--- config.mk ---
export PLATFORM = sky130hd
export DESIGN_NAME = dcache_ctrl
export DESIGN_NICKNAME = d
export VERILOG_FILES = /design/src/rtl/dcache_ctrl.sv
export SDC_FILE = /design/constraint.sdc
export NUM_CORES = 1
export LEC_CHECK = 0
export CAP_MARGIN = 20
export CORE_ASPECT_RATIO = 0.8
export CORE_MARGIN = 1.5
export CORE_UTILIZATION = 40
export CTS_BUF_LIST = sky130_fd_sc_hd__clkbuf_16
export DETAILED_ROUTE_END_ITERATION = 6
export PLACE_DENSITY = 0.55
export SYNTH_ARGS = -nofsm -noshare
export SYNTH_HDL_FRONTEND = slang
export SYNTH_SLANG_ARGS = --single-unit
export TNS_END_PERCENT = 30
--- constraint.sdc ---
create_clock -name Clk -period 4.9 [get_ports Clk]
set_input_delay 1.225 -clock Clk [delete_from_list [all_inputs] [get_ports Clk]]
set_output_delay 1.225 -clock Clk [all_outputs]
set_load 0.02 [all_outputs]
--- src/rtl/dcache_ctrl.sv ---
// Direct-mapped, write-through, no-write-allocate data-cache controller.
// Tags and valid bits live in flops; the data array is an external RAM with one-cycle read latency.
module dcache_ctrl #(
  parameter int ADDR_W  = 16,
  parameter int INDEX_W = 6,
  parameter int DATA_W  = 32
) (
  input  logic                Clk,
  input  logic                Rst,
  input  logic                CpuReq,
  input  logic                CpuWe,
  input  logic [ADDR_W-1:0]   CpuAddr,
  input  logic [DATA_W-1:0]   CpuWData,
  output logic [DATA_W-1:0]   CpuRData,
  output logic                CpuReady,
  output logic [INDEX_W-1:0]  RamAddr,
  output logic [DATA_W-1:0]   RamDataIn,
  output logic                RamWrite,
  input  logic [DATA_W-1:0]   RamDataOut,
  output logic                MemReq,
  output logic                MemWe,
  output logic [ADDR_W-1:0]   MemAddr,
  output logic [DATA_W-1:0]   MemWData,
  input  logic [DATA_W-1:0]   MemRData,
  input  logic                MemAck,
  output logic [15:0]         HitCnt,
  output logic [15:0]         MissCnt
);
  localparam int TAG_W = ADDR_W - INDEX_W;
  localparam int LINES = 1 << INDEX_W;

  typedef enum logic [1:0] {IDLE, LOOKUP, MEM_RD, MEM_WR} state_e;

  state_e              state_q, state_d;
  logic                we_q, we_d;
  logic [ADDR_W-1:0]   addr_q, addr_d;
  logic [DATA_W-1:0]   wdata_q, wdata_d;
  logic [DATA_W-1:0]   rdata_q, rdata_d;
  logic                ready_q, ready_d;
  logic [15:0]         hit_cnt_q, hit_cnt_d;
  logic [15:0]         miss_cnt_q, miss_cnt_d;
  logic [LINES-1:0]    valid_q, valid_d;
  logic [TAG_W-1:0]    tag_q [LINES];
  logic                tag_we;

  logic [INDEX_W-1:0]  idx;
  logic [TAG_W-1:0]    tag;
  logic                hit;

  function automatic logic [15:0] sat_inc(input logic [15:0] v);
    return (v == 16'hFFFF) ? v : v + 16'd1;
  endfunction

  assign idx = addr_q[INDEX_W-1:0];
  assign tag = addr_q[ADDR_W-1:INDEX_W];
  assign hit = valid_q[idx] && (tag_q[idx] == tag);

  // Memory handshake: MemReq rises on entry to MEM_RD/MEM_WR and stays high with
  // MemAddr/MemWe/MemWData frozen (all sourced from the request latches) until the
  // cycle MemAck=1 is sampled; MemAck in any other state has no effect.
  always_comb begin
    state_d    = state_q;
    we_d       = we_q;
    addr_d     = addr_q;
    wdata_d    = wdata_q;
    rdata_d    = rdata_q;
    ready_d    = 1'b0;
    hit_cnt_d  = hit_cnt_q;
    miss_cnt_d = miss_cnt_q;
    valid_d    = valid_q;
    tag_we     = 1'b0;
    RamAddr    = idx;
    RamDataIn  = wdata_q;
    RamWrite   = 1'b0;
    MemReq     = 1'b0;
    MemWe      = 1'b0;
    MemAddr    = addr_q;
    MemWData   = wdata_q;

    case (state_q)
      IDLE: begin
        RamAddr = CpuAddr[INDEX_W-1:0];
        if (CpuReq) begin
          we_d    = CpuWe;
          addr_d  = CpuAddr;
          wdata_d = CpuWData;
          state_d = LOOKUP;
        end
      end
      LOOKUP: begin
        if (!we_q) begin
          if (hit) begin
            rdata_d   = RamDataOut;
            ready_d   = 1'b1;
            hit_cnt_d = sat_inc(hit_cnt_q);
            state_d   = IDLE;
          end else begin
            miss_cnt_d = sat_inc(miss_cnt_q);
            state_d    = MEM_RD;
          end
        end else begin
          // Write hit refreshes the cached copy; a write miss leaves the line alone.
          if (hit) begin
            RamWrite  = 1'b1;
            hit_cnt_d = sat_inc(hit_cnt_q);
          end else begin
            miss_cnt_d = sat_inc(miss_cnt_q);
          end
          state_d = MEM_WR;
        end
      end
      MEM_RD: begin
        MemReq = 1'b1;
        if (MemAck) begin
          RamWrite     = 1'b1;
          RamDataIn    = MemRData;
          tag_we       = 1'b1;
          valid_d[idx] = 1'b1;
          rdata_d      = MemRData;
          ready_d      = 1'b1;
          state_d      = IDLE;
        end
      end
      MEM_WR: begin
        MemReq = 1'b1;
        MemWe  = 1'b1;
        if (MemAck) begin
          ready_d = 1'b1;
          state_d = IDLE;
        end
      end
      default: state_d = IDLE;
    endcase
  end

  always_ff @(posedge Clk) begin
    if (Rst) begin
      state_q    <= IDLE;
      we_q       <= 1'b0;
      addr_q     <= '0;
      wdata_q    <= '0;
      rdata_q    <= '0;
      ready_q    <= 1'b0;
      hit_cnt_q  <= '0;
      miss_cnt_q <= '0;
      valid_q    <= '0;
    end else begin
      state_q    <= state_d;
      we_q       <= we_d;
      addr_q     <= addr_d;
      wdata_q    <= wdata_d;
      rdata_q    <= rdata_d;
      ready_q    <= ready_d;
      hit_cnt_q  <= hit_cnt_d;
      miss_cnt_q <= miss_cnt_d;
      valid_q    <= valid_d;
    end
  end

  // Tag contents are meaningless until the valid bit is set, so they carry no reset.
  always_ff @(posedge Clk) begin
    if (tag_we && !Rst) tag_q[idx] <= tag;
  end

  assign CpuRData = rdata_q;
  assign CpuReady = ready_q;
  assign HitCnt   = hit_cnt_q;
  assign MissCnt  = miss_cnt_q;

endmodule

==> impl_metrics.csv, run 1 <==
group,metric,value,unit
status,outcome,"finished, violations left",
status,failing_checks,"negative setup slack",
sta,worst_slack,-0.1570,ns
cts,number_of_hold_buffers_added_after_cts,0,
cts,cts-root-buf,"sky130_fd_sc_hd__clkbuf_16",
synthesis,syn-cell-area,0.03366,sq mm
drt,post-route-drc-count,0,
floorplanning,initial_core_util,40.66,%
drt,postRouteAntennaNets,0,
sta,max_freq,0.1977,GHz
setup_path,timing.critical_path.to_type,"output pin",
power,power.ir.vdd_worst,0.2448,mV
worst_hold_path,hold_wc_path_type,"register to register",
drt,drt-wirelength-per-cell,28.13,um
synthesis,synth-warning-count,0,
synthesis,mappedNetlistNets,2384,
layout,seqCellArea,0.02297,sq mm
layout,share_of_final_layout_standard_cells_stronger_than_drive_strength_1,25.16,%
synthesis,netlist-cell-type-count,73,
grt,grt_overflow_total,0,
grt,grt_pass1_wl,159300,um
floorplanning,die_w,327.3,um
sta,maxSlewHeadroom,37.79,%
sta,unrepaired_setup_endpoints_after_global_routing,"yes",
power,cellLeakagePower,14.23,nW
power,power,15.76,mW
setup_path,timing.critical_path.arrival,3.83,ns
synthesis,synth_cells,2260,
synthesis,synth_seq_area_share,68.15,%
placed_design,dpl.hpwl,76180,um
floorplanning,dieHeight,262.5,um
cts,clk-insertion-delay-late,0.66,ns
setup_path,crit_required,3.67,ns
placed_design,placed_area,0.03937,sq mm
sta,timing.final.max_slew_violations,0,
drt,drt-initial-drc-count,2397,
setup_path,worstSetupStartpointType,"register",
sta,fin_worst_skew,0.02552,ns
job,cap_violations,0,
grt,antenna_violations_before_repair,2,
setup_path,critical_path_cell_with_the_highest_stage_delay,"sky130_fd_sc_hd__mux4_2",
floorplanning,row_count,94,
cts,clock_tree.htree_level_count,3,
sta,fin_tns_setup,-0.1570,ns
power,p_int,11.86,mW
power,pwr-share-seq,49.0,%
setup_path,cp_top_family,"multiplexers",
layout,flow.area_growth_from_synthesis,26.96,%
cts,cts_tree,"done",
placed_design,routabilityCongestion,0.9038,
synthesis,synth_enable_flop_cells,640,
sta,fin_crit_sh,103.2,%
setup_path,critical_path.max_stage_delay,0.51,ns
power,power_switching,3.899,mW
cts,clk_pin_slew_worst_paths,0.06,ns
grt,pin_count_of_the_biggest_net_entering_global_routing,113,
layout,finish.instance_area,0.04274,sq mm
drt,dr_total_vias,22660,
sta,min_period,5.057,ns
layout,total_area_of_multi_input_combinational_cells,0.01001,sq mm
power,switching_share,24.74,%
setup_path,timing.critical_path.fanout_max,6,
floorplanning,coreArea,0.08280,sq mm
placed_design,place.port_buffers,270,
sta,setup_viol_count_final,1,
cts,clockBufferDepth,3,
layout,layout.filler_cells,7026,
sta,tightestPinTransition,0.9331,ns
layout,final_core_util,51.62,%
grt,global_route.usage.total,25.59,%
cts,numCtsBuffers,83,
power,pwr_density_cell,368.8,mW/mm^2
power,clkPwrFrac,38.3,%
floorplanning,pin_count,271,
synthesis,ys_seq_elements,826,
synthesis,synth.avg_cell_area,14.89,sq um
setup_path,path_buf_inv,5,
setup_path,critical_path.cell_chain,"buf_12 > buf_12 > buf_8 > buf_8 > mux4_2 > mux2i_2 > a311o_1 > or4_1 > o2111ai_4 > nor3_4 > nand2b_4 > o21ai_2 > and2_4 > buf_6",
sta,hold_viol_final,0,
drt,postRouteWirelength,111000,um
synthesis,async_reset_ff_share,0,%
setup_path,criticalPathCategory,"register to output pin",
power,power.combinational.fraction,12.7,%
floorplanning,design.die.area,0.08592,sq mm
layout,nNetsFinal,2900,
layout,diodes,0,
grt,number_of_global_route_vias_before_repair,22200,
drt,via_per_inst,5.742,
cts,clock_sink_count,826,
synthesis,synth_ff_type,"sky130_fd_sc_hd__edfxtp_1",
drt,drt_first_pass_iters,7,
## placed cells by master (no fill, tap or decap), types with 7 or more instances in the layout
master                            Yosys  final
sky130_fd_sc_hd__clkinv_1             1     14
sky130_fd_sc_hd__nand2_1            192    189
sky130_fd_sc_hd__clkbuf_16            0     85
sky130_fd_sc_hd__inv_1               75    101
sky130_fd_sc_hd__and3_1              11     10
sky130_fd_sc_hd__nand4_1             28     28
sky130_fd_sc_hd__nor3_1              19     15
sky130_fd_sc_hd__nand3b_1             9      9
sky130_fd_sc_hd__edfxtp_1           640    640
sky130_fd_sc_hd__mux2i_1             86     79
sky130_fd_sc_hd__nor2b_1             36     32
sky130_fd_sc_hd__mux4_2             133    133
sky130_fd_sc_hd__dfxtp_1            186    171
sky130_fd_sc_hd__buf_6               15     12
sky130_fd_sc_hd__and2_1              11      8
sky130_fd_sc_hd__buf_12               0     24
sky130_fd_sc_hd__a21oi_1             79     77
sky130_fd_sc_hd__nor2_1             164    161
sky130_fd_sc_hd__or3_1               10     10
sky130_fd_sc_hd__mux2_2              57     56
sky130_fd_sc_hd__a22oi_2              0     10
sky130_fd_sc_hd__clkinv_2             0     11
sky130_fd_sc_hd__buf_4               16    274
sky130_fd_sc_hd__o22ai_1            109    108
sky130_fd_sc_hd__nand2b_1            20     19
sky130_fd_sc_hd__a221oi_1            38     37
sky130_fd_sc_hd__o21ai_0             17     13
sky130_fd_sc_hd__dfxtp_2              0     10
sky130_fd_sc_hd__nand3_1             35     32
sky130_fd_sc_hd__a22oi_1             34     24
sky130_fd_sc_hd__clkdlybuf4s50_1      0    268
sky130_fd_sc_hd__ha_1                 7      7
## path summary, 6_finish.rpt
path | from | end | slack, ns | cells after the start
setup / recovery | register | RamWrite | -0.16 | 14
hold / removal | valid_q[31]$_SDFFE_PP0P_ | valid_q[31]$_SDFFE_PP0P_ | 0.47 | 2
setup reg to reg | register | HitCnt[8]$_SDFFE_PP0P_ | 0.29 | 15
hold reg to reg | valid_q[31]$_SDFFE_PP0P_ | valid_q[31]$_SDFFE_PP0P_ | 0.47 | 2
## synthesized netlist by cell type, drive strengths merged, types with 11 or more instances
cell / instances / area [sq um]
nand3: 35 / 175.2
and2: 12 / 75.08
o22ai: 109 / 681.9
buf: 67 / 465.4
mux4: 133 / 2995
nand4: 28 / 175.2
clkbuf: 89 / 334.1
nor2b: 36 / 225.2
and3: 11 / 68.82
a22oi: 34 / 255.2
inv: 75 / 281.5
nand2b: 20 / 125.1
nor2: 164 / 615.6
mux2: 58 / 653.1
o21ai: 18 / 90.08
nand2: 192 / 720.7
edfxtp: 640 / 19220
a21oi: 79 / 395.4
mux2i: 86 / 860.8
nor3: 19 / 95.09
dfxtp: 186 / 3724
a221oi: 38 / 332.8
## area by class of cell
type	instances	area share (%)
Inverter	76	0.6675
Clock buffer	85	4.977
Tap cell	1104	3.232
Clock inverter	66	0.9690
Sequential cell	826	53.75
Timing Repair Buffer	587	12.97
Multi-Input combinational cell	1202	23.43
## per-layer routing
layer / vias to the layer above / global-route usage (%) / wire (um) / share of wire (%)
met5: - / 0 / 0 / 0
met4: 0 / 6.356 / 2599 / 2.3
met3: 163 / 5.337 / 9863 / 8.9
met2: 979 / 38.24 / 49670 / 45
met1: 11750 / 38.05 / 48870 / 44
li1: 9771 / - / - / -
## power groups by stage
stage	registers, mW	logic (mW)	clock network, mW
6_report	7.72	2.00	6.04
2_1_floorplan	7.93	0.840	0
4_1_cts	7.72	1.90	6.12
3_3_place_gp	7.88	1.79	0
3_5_place_dp	7.88	1.81	0
5_1_grt	7.72	2.10	6.39
## stage by stage
stage          std cells  hold slack, ns  worst slack, ns
2_1_floorplan       2260          0.4487           0.1173
4_1_cts             3938          0.4728          -0.2356
6_report            3946          0.4719          -0.1570
3_5_place_dp        3762          0.4617          -0.5068
3_3_place_gp        3762          0.4559          -0.4971
5_1_grt             3946          0.4897          -0.2341
## repair_timing
item                                    CTS  global route
setup buffers                            24             9
pin swaps                                 9            24
cloned                                    1             0
endpoints found under the setup margin    1             1
resized for setup                        46            63
## sequential cells by signal (all words and copies together) (netlist names), named ones only
signal / flops
tag_q: 640
valid_q: 64
CpuRData: 32
MemWData: 32
HitCnt: 16
MemAddr: 16
MissCnt: 16
state_q: 2
CpuReady: 1
we_q: 1
## tightest hold or removal path: stages, from the launching register on
cell                      delay, ns
sky130_fd_sc_hd__dfxtp_1       0.31
sky130_fd_sc_hd__inv_1         0.04
sky130_fd_sc_hd__o22ai_1       0.07
## logic make-up after synthesis
kind of cell | count (synthesis) | share of synthesized area, %
xor gates and xnor gates | 9 | 0.2342
buffers and inverters | 232 | 3.223
adders and majority gates | 7 | 0.2602
muxes | 277 | 13.40
AOI/OAI and AO/OA | 347 | 6.943
and+or+nand+nor | 562 | 7.791
DFF | 826 | 68.15
(Power assumes the default switching activity.)
==> inputs of run 2 (changes only) <==
--- a/config.mk
+++ b/config.mk
@@ -5,6 +5,7 @@
 export SDC_FILE = /design/constraint.sdc
 export NUM_CORES = 1
 export LEC_CHECK = 0
+export ABC_AREA = 1
 export CAP_MARGIN = 20
 export CORE_ASPECT_RATIO = 0.8
 export CORE_MARGIN = 1.5
==> run 2 against run 1 <==
  * The run now ends clean
  * Routed wire length is 0.13% lower
  * Hold slack got worse by 0.013 ns
  * Sequential power grew 1%
  * Combinational power is 37% higher
  * Die area up 4.0%
==> impl_metrics.csv, run 2 <==
group,metric,value,unit
status,outcome,"complete, no violations",
setup_path,reg2reg_to,"CpuRData[15]$_SDFFE_PP0P_",
sta,maxSlewHeadroom,39.98,%
synthesis,synth_area_leaders,"sky130_fd_sc_hd__edfxtp_1 (55%), sky130_fd_sc_hd__nand2_1 (12%), sky130_fd_sc_hd__dfxtp_1 (11%)",
sta,tightestPinTransition,0.8993,ns
worst_hold_path,hold-path-endpoint,"valid_q[41]$_SDFFE_PP0P_",
synthesis,synth.avg_cell_area,9.962,sq um
cts,clock_tree.htree_level_count,3,
power,power.ir.vdd_worst,0.2970,mV
grt,antenna_violations_before_repair,4,
sta,fin_tns_setup,0,ns
drt,drt_first_pass_iters,6,
floorplanning,row_count,96,
sta,setup_viol_count_final,0,
synthesis,ys_seq_elements,826,
drt,drt-initial-drc-count,2910,
cts,cts_tree,"done",
grt,pin_count_of_the_biggest_net_entering_global_routing,93,
worst_hold_path,holdCritStartpoint,"valid_q[41]$_SDFFE_PP0P_",
synthesis,synth_enable_flop_cells,640,
placed_design,place.port_buffers,270,
power,cellLeakagePower,15.92,nW
layout,layout.filler_cells,7963,
floorplanning,initial_core_util,40.61,%
power,pwr-share-seq,45.1,%
placed_design,routabilityCongestion,0.9089,
layout,final_core_util,49.80,%
setup_path,worstSetupStartpointType,"register",
layout,biggestRegsByFlops,"tag_q x640, valid_q x64",
setup_path,criticalPathCategory,"register to output pin",
synthesis,synthMuxAreaShare,0,%
sta,fin_crit_sh,96.23,%
synthesis,synth_most_common_cell,"sky130_fd_sc_hd__nand2_1",
setup_path,reg2regPathDepth,18,
power,p_int,12.61,mW
sta,fin_worst_skew,0.03308,ns
synthesis,synth_top_family_by_area,"simple AND/OR/NAND/NOR gates",
setup_path,crit_required,3.67,ns
power,power.combinational.fraction,15.8,%
power,pwr_density_cell,404.5,mW/mm^2
drt,postRouteWirelength,110900,um
floorplanning,design.die.area,0.08936,sq mm
synthesis,yosys.area_share.simple,24.01,%
placed_design,worst_setup_slack_post_dpl,0.2217,ns
worst_hold_path,worstHoldPathCells,2,
placed_design,dpl.hpwl,66200,um
synthesis,synth-compound-area-share,4.662,%
synthesis,async_reset_ff_share,0,%
power,power_switching,4.762,mW
grt,global_route.usage.total,23.60,%
synthesis,netlist-cell-type-count,40,
sta,hold_viol_final,0,
layout,layout_common_cells,"sky130_fd_sc_hd__nand2_1 (1153), sky130_fd_sc_hd__edfxtp_1 (640), sky130_fd_sc_hd__nand3_1 (560), sky130_fd_sc_hd__clkdlybuf4s50_1 (268), sky130_fd_sc_hd__nor2_1 (200)",
cts,cts-root-buf,"sky130_fd_sc_hd__clkbuf_16",
setup_path,timing.critical_path.to_type,"output pin",
layout,flip_flop_count_of_the_largest_register_all_copies_and_words_added,640,
drt,drt-wirelength-per-cell,22.06,um
layout,layout.cells.most_common,"sky130_fd_sc_hd__nand2_1",
layout,share_of_final_layout_standard_cells_stronger_than_drive_strength_1,9.399,%
cts,number_of_hold_buffers_added_after_cts,0,
sta,unrepaired_setup_endpoints_after_global_routing,"no",
sta,min_period,4.715,ns
synthesis,xor_xnor_cell_area_share_of_the_yosys_netlist,0.6751,%
floorplanning,dieHeight,267.7,um
layout,flow.area_growth_from_synthesis,22.62,%
floorplanning,die_w,333.8,um
layout,top_register,"tag_q",
sta,timing.final.max_slew_violations,0,
setup_path,ff2ff_setup_slack,1.19,ns
synthesis,synth-warning-count,0,
synthesis,yosysTopAreaCellShare,54.87,%
synthesis,post_synth_fa_ha_maj_area_fraction,0.2501,%
synthesis,syn-cell-area,0.03503,sq mm
grt,grt_overflow_total,0,
job,cap_violations,0,
synthesis,synth_cells,3516,
cts,clock_sink_count,826,
layout,nNetsFinal,3946,
cts,numCtsBuffers,85,
floorplanning,coreArea,0.08624,sq mm
synthesis,synth_area_leader_cell,"sky130_fd_sc_hd__edfxtp_1",
synthesis,synth_seq_area_share,65.50,%
synthesis,mappedNetlistNets,3640,
grt,number_of_global_route_vias_before_repair,24370,
power,switching_share,27.41,%
worst_hold_path,hold_wc_path_type,"register to register",
drt,postRouteAntennaNets,0,
power,clkPwrFrac,39.1,%
cts,clk_pin_slew_worst_paths,0.06,ns
synthesis,synth.cells.most_frequent,"sky130_fd_sc_hd__nand2_1 (1158), sky130_fd_sc_hd__edfxtp_1 (640), sky130_fd_sc_hd__nand3_1 (579), sky130_fd_sc_hd__nor2_1 (201)",
setup_path,timing.critical_path.arrival,3.49,ns
cts,clockBufferDepth,3,
setup_path,timing.critical_path.fanout_max,32,
drt,via_per_inst,5.277,
cts,clk-insertion-delay-late,0.66,ns
sta,worst_slack,0.1849,ns
drt,dr_total_vias,26520,
grt,grt_pass1_wl,159100,um
synthesis,synth_ff_type,"sky130_fd_sc_hd__edfxtp_1",
drt,post-route-drc-count,0,
floorplanning,pin_count,271,
sta,max_freq,0.2121,GHz
run 2: changes by cell type in the layout (fill, tap and decap cells not counted), sizes merged, moves of 36 or more:
| cell | change |
|---|---|
| mux2 | -58 |
| nand3 | +548 |
| mux2i | -86 |
| nand2 | +969 |
| nor2 | +39 |
| mux4 | -133 |
| nor2b | -36 |
| buf | -154 |
| a221oi | -37 |
| o22ai | -77 |
| o21ai | +168 |
run 2: cell type report:
| cell class | count | area [sq um] | area share [%] |
|---|---|---|---|
| Timing Repair Buffer | 446 | 4669 | 10.87 |
| Clock inverter | 71 | 696.9 | 1.623 |
| Multi-Input combinational cell | 2345 | 10500 | 24.44 |
| Timing Repair inverter | 2 | 22.52 | 0.05244 |
| Antenna cell | 4 | 10.01 | 0.02331 |
| Sequential cell | 826 | 22970 | 53.48 |
| Inverter | 116 | 470.5 | 1.095 |
| Tap cell | 1127 | 1410 | 3.283 |
| Clock buffer | 88 | 2202 | 5.127 |
run 2: stage by stage:
stage	hold slack [ns]	instances	area (sq um)	power, mW
finish	0.4589	5025	42950	17.37
global placement	0.4395	4832	39290	10.48
detailed placement	0.4455	4832	39290	10.48
global route	0.4771	5023	42940	17.97
CTS	0.4611	4997	42320	17.27
floorplan	0.4286	3516	35030	9.418
run 2: logic make-up (layout without fill, tap and decap cells):
| family | count (synthesis) | count (layout) |
|---|---|---|
| buffers and inverters | 345 | 723 |
| adder cells (fa/ha/maj) | 7 | 7 |
| XOR/XNOR | 27 | 27 |
| AO/OA/AOI/OAI | 311 | 311 |
| flip-flops | 826 | 826 |
| other | 0 | 4 |
| AND/OR/NAND/NOR | 2000 | 2000 |
run 2: worst max path at each step:
stage                        startpoint        to  slack (ns)
2_1_floorplan  MemAddr[15]$_SDFFE_PP0P_  RamWrite        1.33
3_5_place_dp                   register  RamWrite        0.22
5_1_grt                        register  RamWrite        0.02
3_3_place_gp                   register  RamWrite        0.25
6_report                       register  RamWrite        0.18
4_1_cts                        register  RamWrite       0.006
run 2: worst max-delay path: stages (launching register included):
cell and delay, ns:
sky130_fd_sc_hd__dfxtp_4 0.56, sky130_fd_sc_hd__clkinv_16 0.17, sky130_fd_sc_hd__buf_4 0.19, sky130_fd_sc_hd__clkbuf_16 0.22, sky130_fd_sc_hd__nand2_1 0.09, sky130_fd_sc_hd__nand3_1 0.06
sky130_fd_sc_hd__nand3_1 0.11, sky130_fd_sc_hd__a21oi_1 0.14, sky130_fd_sc_hd__o211ai_1 0.33, sky130_fd_sc_hd__nand3b_1 0.12, sky130_fd_sc_hd__nand2_1 0.08, sky130_fd_sc_hd__nand2_1 0.11
sky130_fd_sc_hd__nor2_8 0.12, sky130_fd_sc_hd__nand2_2 0.11, sky130_fd_sc_hd__o21ai_1 0.13, sky130_fd_sc_hd__and2_1 0.12, sky130_fd_sc_hd__buf_2 0.17
run 2: metal layers:
metal | track usage [%] | share of wire [%] | vias to the layer above
met5 | 0 | 0.021 | -
met4 | 5.688 | 1.8 | 4
met3 | 4.171 | 7.6 | 138
met2 | 34.79 | 44 | 916
met1 | 35.88 | 47 | 12840
li1 | - | - | 12620
run 2: what timing repair did:
item                                    CTS  global route
pin swaps                                 0             1
endpoints found under the setup margin    1             1
cloned                                    3            18
setup buffers                             3             7
resized for setup                         8            37
run 2: power by group through the flow:
stage / clock network [mW] / registers [mW] / logic (mW)
2_1_floorplan: 0 / 8.09 / 1.33
3_3_place_gp: 0 / 7.97 / 2.51
3_5_place_dp: 0 / 7.97 / 2.51
4_1_cts: 6.89 / 7.83 / 2.56
5_1_grt: 7.18 / 7.84 / 2.95
6_report: 6.79 / 7.83 / 2.75
